**src/rtl/add2_seq_ctrl.sv**
```systemverilog
// add2_seq_ctrl: W-bit adder sequenced over a 2-bit full-adder slice,
// two bits per clock, LSB pair first, with start/abort/busy/done handshake.
//
// Ports:
//   clk, rst_n    clock, async active-low reset
//   start, abort  request a new add / cancel an add in progress
//   a, b, cin     operands, captured on the accepting edge
//   busy, done    RUN / DONE state decodes
//   sum, cout     registered result, carry out of bit W-1
//   ovf           signed overflow of the last completed add
module add2_seq_ctrl #(
   parameter int W = 16
) (
   input  logic         clk,
   input  logic         rst_n,
   input  logic         start,
   input  logic         abort,
   input  logic [W-1:0] a,
   input  logic [W-1:0] b,
   input  logic         cin,
   output logic         busy,
   output logic         done,
   output logic [W-1:0] sum,
   output logic         cout,
   output logic         ovf
);

   localparam int N  = W / 2;
   localparam int CW = (N > 1) ? $clog2(N) : 1;
   localparam logic [CW-1:0] LAST = CW'(N - 1);

   typedef enum logic [1:0] {
      IDLE = 2'd0,
      RUN  = 2'd1,
      DONE = 2'd2
   } state_t;

   state_t        state;
   logic [W-1:0]  a_sh;
   logic [W-1:0]  b_sh;
   logic [W-1:0]  acc;
   logic          c_reg;
   logic [CW-1:0] cnt;

   // 2-bit full-adder slice
   logic          s0;
   logic          s1;
   logic          c1;
   logic          c;
   logic [W-1:0]  acc_nxt;

   assign s0 = a_sh[0] ^ b_sh[0] ^ c_reg;
   assign c1 = (a_sh[0] & b_sh[0]) | (c_reg & (a_sh[0] ^ b_sh[0]));
   assign s1 = a_sh[1] ^ b_sh[1] ^ c1;
   assign c  = (a_sh[1] & b_sh[1]) | (c1 & (a_sh[1] ^ b_sh[1]));

   // New pair enters at the top; after N steps the LSB pair is at bit 0.
   assign acc_nxt = {s1, s0, acc[W-1:2]};

   assign busy = (state == RUN);
   assign done = (state == DONE);

   always_ff @(posedge clk or negedge rst_n) begin
      if (!rst_n) begin
         state <= IDLE;
         a_sh  <= '0;
         b_sh  <= '0;
         acc   <= '0;
         c_reg <= 1'b0;
         cnt   <= '0;
         sum   <= '0;
         cout  <= 1'b0;
         ovf   <= 1'b0;
      end else begin
         unique case (state)
            IDLE, DONE: begin
               if (start) begin
                  a_sh  <= a;
                  b_sh  <= b;
                  c_reg <= cin;
                  cnt   <= '0;
                  acc   <= '0;
                  state <= RUN;
               end
            end
            RUN: begin
               if (abort) begin
                  state <= IDLE;
               end else begin
                  acc   <= acc_nxt;
                  a_sh  <= {2'b00, a_sh[W-1:2]};
                  b_sh  <= {2'b00, b_sh[W-1:2]};
                  c_reg <= c;
                  cnt   <= cnt + 1'b1;
                  if (cnt == LAST) begin
                     sum   <= acc_nxt;
                     cout  <= c;
                     // c1 here is the carry into bit W-1
                     ovf   <= c1 ^ c;
                     state <= DONE;
                  end
               end
            end
            default: state <= IDLE;
         endcase
      end
   end

endmodule

```
**config.mk**
```make
export PLATFORM = sky130hd
export DESIGN_NAME = add2_seq_ctrl
export DESIGN_NICKNAME = d
export VERILOG_FILES = /design/src/rtl/add2_seq_ctrl.sv
export SDC_FILE = /design/constraint.sdc
export NUM_CORES = 1
export LEC_CHECK = 0
export ABC_AREA = 1
export CAP_MARGIN = 0
export CORE_MARGIN = 2
export CORE_UTILIZATION = 55
export CTS_BUF_LIST = sky130_fd_sc_hd__clkbuf_8
export CTS_CLUSTER_SIZE = 24
export DETAILED_ROUTE_END_ITERATION = 10
export GPL_TIMING_DRIVEN = 0
export PLACE_DENSITY = 0.94
export SYNTH_ARGS = -nofsm -noshare
export SYNTH_HDL_FRONTEND = slang
export SYNTH_SLANG_ARGS = --single-unit
export TNS_END_PERCENT = 100
```
**constraint.sdc**
```tcl
create_clock -name clk -period 2.2 [get_ports clk]
set_input_delay 0.44 -clock clk [delete_from_list [all_inputs] [get_ports clk]]
set_output_delay 0.44 -clock clk [all_outputs]
set_load 0.01 [all_outputs]
```
==> reports/metrics.yaml, run 1 <==
status:
  status: "completed"
cts:
  clkSinkCount: 70
  root_buffer: "clkbuf_8"
  cts_buffer_depth: 2
  htreeDepth: 3
  cts_tree: "yes"
  numCtsBuffers: 9
  clk_latency_ns: 0.35
  clk_pin_slew_worst_paths_ns: 0.07
  hold_buffers: 0
synth:
  ys_seq_area_frac: 0.515
  ys_ff_latch: 70
  synthTopCellsByArea: "dfrtp_1 (51%), nand2_1 (20%), nand3_1 (12%), nand4_1 (5.9%), buf_2 (3.1%)"
  yosysWarnings: 0
  syn_area_sq_um: 3400
  avgSynthCellArea_sq_um: 8.08
  syn_nets: 462
  yosysMostFrequentCell: "nand2_1"
  syn_inst: 421
  async_flop_share: 1.00
  synth.distinct_cells: 19
  synth-main-ff-cell: "dfrtp_1"
  synth_commonest_cells: "nand2_1 (185), nand3_1 (80), dfrtp_1 (70), nand4_1 (32), buf_2 (21)"
  synth_edf_count: 0
  synth_top_area_cell: "dfrtp_1"
  netlist.area_leader.share: 0.515
worst_setup_path:
  crit_chain: "buf_4 -> buf_4 -> buf_2 -> nor2_1 -> dlygate4sd2_1"
  slowest_delay_ns: 0.40
  timing.critical_path.mode_cell: "buf_4"
  cp-end-kind: "output port"
  reg2reg_slack_ns: 0.42
  worstPathRequired_ns: 1.76
  path_max_fanout: 10
  regToRegStartpoint: "a_sh[0]"
  startpoint: "state[0]"
  reg2reg_depth: 7
  path_class: "flip-flop to output port"
  start_kind: "flip-flop"
  crit_slowest_cell: "dfrtp_1"
  arrival_ns: 1.69
die:
  start_util: 0.571
  die_w_microns: 82.6
  die_h_microns: 82.6
  num_rows: 28
  core_sq_um: 5960
  dieArea_sq_um: 6830
  ios: 57
power_and_ir_drop:
  power.density_nw_per_um2: 831
  ir_worst_vdd_mv: 0.507
  total_power_mw: 3.53
  leakagePower_nw: 2.31
sta:
  drv_slew: 0
  min_period_over_period: 0.968
  setup_viol: 0
  worst-slew-pin-transition_ns: 0.862
  min_period_ns: 2.13
  final_hold_viol_count: 0
  skew_ns: 0.00386
  fmax_ghz: 0.470
  maxSlewHeadroom: 0.425
  rsz0062_at_grt: "no"
routing:
  vias: 3280
  routedWlPerCell_microns: 15.0
  viasPerCell: 5.75
  dr.pass1.iters: 5
  drtIter0Drc: 197
  routed_wl_microns: 8580
  drc: 0
  antenna_left: 0
finish:
  regArea_sq_um: 1750
  multiInputGateArea_sq_um: 1440
  drive_above_1_share: 0.103
  antenna_cells: 0
  area_delta_synth_final_pct: 24.8
  fillers: 455
  final_nets: 532
  final_design_area_no_fill_sq_um: 4250
  top_regs: "a_sh: 16 flops, b_sh: 16 flops, sum: 16 flops"
  final_cells: 570
placement:
  gp_congestion: 0.894
  hpwlAfterDp_microns: 5880
  port_buffers: 56
  place_inst: 552
  dpl_cell_area_sq_um: 4050
grt:
  grt_pass1_vias: 3114
  met1_usage: 0.327
  grt_use_met3: 0.0815
  grtUsageMet2: 0.465
  antenna_found_initial: 0
  grt_usage: 0.275
  top_usage_layer: "met2"
  grt_pass1_wl_microns: 13900
  grt_overflow: 0
  grt_max_degree: 71
job:
  cap_violations: 0
worst_hold_path:
  hold_class: "primary input to async pin"
[cells in the final DEF, fill, tap and decap left out]
master	netlist	final
inv_2	1	1
dlymetal6s2s_1	0	1
o21ai_0	1	1
clkdlybuf4s50_1	0	53
buf_4	8	12
buf_6	1	1
nand2_2	1	1
nand4_1	32	32
dfrtp_1	70	70
nand3_1	80	80
dlygate4sd2_1	0	1
nand2_1	185	185
nand3b_1	1	1
buf_1	3	3
nand4_4	1	1
fa_1	2	2
nor2_4	1	1
inv_1	6	9
nand3_2	1	1
clkbuf_8	0	11
ha_1	2	2
nor2_1	4	4
clkinv_2	0	1
buf_2	21	21
[kinds of logic (layout without fill, tap and decap cells)]
family	after synthesis	count (layout)	synth area share
fa+ha+maj	4	4	0.0191
flops	70	70	0.515
compound gates	1	1	0.00147
buf+inv	40	114	0.0629
simple gates	306	306	0.402
[power by group]
part           internal [mW]  switching (mW)  total [mW]
logic                  0.374           0.525       0.899
registers               1.53           0.174        1.71
clock network          0.451           0.469       0.920
total                   2.36            1.17        3.53
[final cells by class]
cell class | instances | area share
repair buffers | 59 | 0.137
multi-input cells | 311 | 0.338
plain buffers | 33 | 0.0442
inverters | 7 | 0.00619
clock buffers | 11 | 0.0357
well taps | 75 | 0.0221
clock inverters | 4 | 0.00383
flip-flops and latches | 70 | 0.413
[metrics by stage]
| stage | setup WS (ns) | hold WS (ns) | util | setup TNS, ns |
|---|---|---|---|---|
| final | 0.0708 | 0.202 | 0.713 | 0 |
| after global routing | 0.0133 | 0.267 | 0.713 | 0 |
| after CTS | 0.0429 | 0.239 | 0.711 | 0 |
| after detailed placement | 0.240 | 0.457 | 0.681 | 0 |
| after global placement | -1.59 | 0.453 | 0.681 | -110.86 |
| after floorplan | 0.572 | 0.144 | - | 0 |
[per-layer routing]
layer	vias to the layer above	wire (microns)
li1	1527	-
met1	1549	3380
met2	175	4270
met3	29	695
met4	0	232
met5	-	0
[timing repair]
action | CTS | global route
resized for setup | 1 | 1
pin swaps | 1 | 0
buffers inserted | 2 | 1
setup endpoints to repair | 2 | 1
[worst paths after layout]
kind | to
worst max-delay path | done
worst min-delay path | acc[2]
worst max register to register | ovf
worst min register to register | sum[4]
max in group asynchronous | a_sh[5]
min in group clk | sum[4]
[critical path: cells and delay by family (launching register included)]
family	cells	cell delay [ns]
flops	1	0.40
simple gates	1	0.15
buf+inv	4	0.78
Note: power is estimated with default switching activity, not from simulation.
==> run 2: changes to the inputs <==
Settings changed: ABC_AREA 1 to unset, CORE_UTILIZATION 55 to 53.
==> reports/metrics.yaml, run 2 <==
routing:
  drtIter0Drc: 152  # was 197
  routedWlPerCell_microns: 16.2  # was 15.0 microns
  dr.pass1.iters: 4  # was 5
  drc: 0  # unchanged
  vias: 2355  # was 3280
  viasPerCell: 5.67  # was 5.75
  routed_wl_microns: 6710  # was 8580 microns
  antenna_left: 0  # unchanged
cts:
  root_buffer: "clkbuf_8"  # unchanged
  clkSinkCount: 70  # unchanged
  cts_tree: "yes"  # unchanged
  cts_setup_buffers: 0  # was 2
  hold_buffers: 0  # unchanged
  post_cts_resized: 0  # was 1
  clk_pin_slew_worst_paths_ns: 0.07  # about the same
  htreeDepth: 3  # unchanged
  cts_buffer_depth: 2  # unchanged
  numCtsBuffers: 9  # unchanged
  clk_latency_ns: 0.34  # was 0.35 ns
status:
  status: "completed"  # unchanged
power_and_ir_drop:
  internal-power_mw: 2.31  # was 2.36 mW
  ir_worst_vdd_mv: 0.488  # was 0.507 mV
  leakagePower_nw: 1.71  # was 2.31 nW
  power.density_nw_per_um2: 883  # was 831 nW/um^2
  p_clk_frac: 0.283  # was 0.261
  pwr-share-seq: 0.517  # was 0.484
  total_power_mw: 3.28  # was 3.53 mW
  switching_power_mw: 0.964  # was 1.17 mW
  switching_share: 0.294  # was 0.331
  p_comb_frac: 0.200  # was 0.255
synth:
  avgSynthCellArea_sq_um: 10.5  # was 8.08 sq um
  synth_top_family_by_area: "simple AND/OR/NAND/NOR gates"  # unchanged
  synthMuxAreaShare: 0.0662  # was 0
  synthAdderAreaFrac: 0.0225  # was 0.0191
  synthTopCellsByArea: "dfrtp_1 (61%), mux2_1 (6.6%), o22ai_1 (6.3%), nand2_1 (5.3%), nor3_1 (5.0%)"  # was dfrtp_1 (51%), nand2_1 (20%), nand3_1 (12%), nand4_1 (5.9%), buf_2 (3.1%)
  synth_compound_area_frac: 0.0697  # was 0.00147
  synth-main-ff-cell: "dfrtp_1"  # unchanged
  syn_nets: 316  # was 462
  synth.distinct_cells: 21  # was 19
  yosys.area_share.xor_xnor: 0.00303  # was 0
  yosysWarnings: 0  # unchanged
  syn_inst: 275  # was 421
  async_flop_share: 1.00  # unchanged
  ys_seq_area_frac: 0.606  # was 0.515
  synth_edf_count: 0  # unchanged
  synth_simple_gate_area_frac: 0.197  # was 0.402
  syn_area_sq_um: 2890  # was 3400 sq um
  netlist.area_leader.share: 0.606  # was 0.515
  yosysMostFrequentCell: "dfrtp_1"  # was nand2_1
  synth_commonest_cells: "dfrtp_1 (70), nand2_1 (41), nor2_1 (29), nor3_1 (29), o22ai_1 (29)"  # was nand2_1 (185), nand3_1 (80), dfrtp_1 (70), nand4_1 (32), buf_2 (21)
  synth_top_area_cell: "dfrtp_1"  # unchanged
  ys_ff_latch: 70  # unchanged
die:
  dieArea_sq_um: 6060  # was 6830 sq um
  ios: 57  # unchanged
  die_w_microns: 77.8  # was 82.6 microns
  core_sq_um: 5170  # was 5960 sq um
  start_util: 0.559  # was 0.571
  num_rows: 26  # was 28
  die_h_microns: 77.8  # was 82.6 microns
sta:
  fin_ws_ns: 0.219  # was 0.0708 ns
  worst-slew-pin-transition_ns: 0.850  # was 0.862 ns
  hold-worst-slack_ns: 0.206  # was 0.202 ns
  rsz0062_at_grt: "no"  # unchanged
  fmax_ghz: 0.505  # was 0.470 GHz
  setup_viol: 0  # unchanged
  min_period_over_period: 0.900  # was 0.968
  min_period_ns: 1.98  # was 2.13 ns
  maxSlewHeadroom: 0.433  # was 0.425
  drv_slew: 0  # unchanged
  final_hold_viol_count: 0  # unchanged
  skew_ns: 0.00548  # was 0.00386 ns
placement:
  port_buffers: 56  # unchanged
  place_inst: 401  # was 552
  hpwlAfterDp_microns: 4540  # was 5880 microns
  dp_slack_ns: 0.141  # was 0.240 ns
  gp_congestion: 0.774  # was 0.894
finish:
  final_cells: 415  # was 570
  final_common_cell: "dfrtp_1"  # was nand2_1
  area_delta_synth_final_pct: 28.4  # was 24.8%
  drive_above_1_share: 0.0783  # was 0.103
  final_nets: 383  # was 532
  mostFrequentLayoutCells: "dfrtp_1 (70), clkdlybuf4s50_1 (55), nand2_1 (41)"  # was nand2_1 (185), nand3_1 (80), dfrtp_1 (70), clkdlybuf4s50_1 (53), nand4_1 (32)
  antenna_cells: 0  # unchanged
  top_regs: "a_sh: 16 flops, b_sh: 16 flops, sum: 16 flops"  # unchanged
grt:
  antenna_found_initial: 0  # unchanged
  grt_pass1_vias: 2439  # was 3114
  grt_max_degree: 71  # unchanged
  grt_pass1_wl_microns: 11600  # was 13900 microns
  grt_overflow: 0  # unchanged
  grt_usage: 0.251  # was 0.275
worst_setup_path:
  arrival_ns: 1.54  # was 1.69 ns
  path_max_fanout: 7  # was 10
  start_kind: "flip-flop"  # unchanged
  worstPathRequired_ns: 1.76  # about the same
  cp-end-kind: "output port"  # unchanged
  path_class: "flip-flop to output port"  # unchanged
  reg2reg_slack_ns: 0.40  # was 0.42 ns
job:
  cap_violations: 0  # unchanged
worst_hold_path:
  hold_class: "primary input to async pin"  # unchanged
## run 2: critical path: stages (launching register included)
cell and delay, ns:
dfrtp_1 0.44, nand2b_1 0.18, inv_1 0.06, clkdlybuf4s50_1 0.52
## run 2: stage by stage
step           setup TNS (ns)  area (sq um)  utilization
2_1_floorplan               0          2890            -
3_3_place_gp          -105.50          3540        0.684
3_5_place_dp                0          3540        0.684
4_1_cts                     0          3710        0.717
5_1_grt                     0          3710        0.717
6_report                    0          3710        0.717
## run 2: cells by family (layout without fill, tap and decap cells)
family          Yosys count  in the layout
xor+xnor                  1              1
buf+inv                  23             93
compound gates           33             33
fa+ha+maj                 4              4
flops                    70             70
mux                      17             17
simple gates            127            127
## run 2: layer usage
layer | GRT usage | wire length [microns]
met3 | 0.0802 | 399
met4 | 0.100 | 129
met5 | 0 | 0
met1 | 0.315 | 2860
met2 | 0.403 | 3320
## run 2: path summary, 6_finish.rpt
check / start / cells past startpoint / endpoint
worst max-delay path: state[0] / 3 / done
worst min-delay path: rst_n / 1 / b_sh[8]
worst max register to register: a_sh[0] / 3 / sum[15]
worst min register to register: sum[7] / 1 / sum[7]
max in group asynchronous: rst_n / 1 / sum[14]
min in group clk: sum[7] / 1 / sum[7]
## run 2: area by class of cell
type	count	area, sq um
clock inverter	2	8.76
buffer	22	97.6
sequential	70	1750
clock buffer	12	165
tap	70	87.6
inverter	1	3.75
multi-input combinational	182	1040
timing repair buffer	56	558
fill	344	1460
## run 2: power by group through the flow
stage                     Clock [mW]  Combinational [mW]  Sequential [mW]
final                          0.928               0.655             1.69
after detailed placement           0               0.649             1.71
after global routing            1.00               0.740             1.72
after global placement             0               0.617             1.69
after CTS                      0.929               0.656             1.69
after floorplan                    0               0.417             1.66
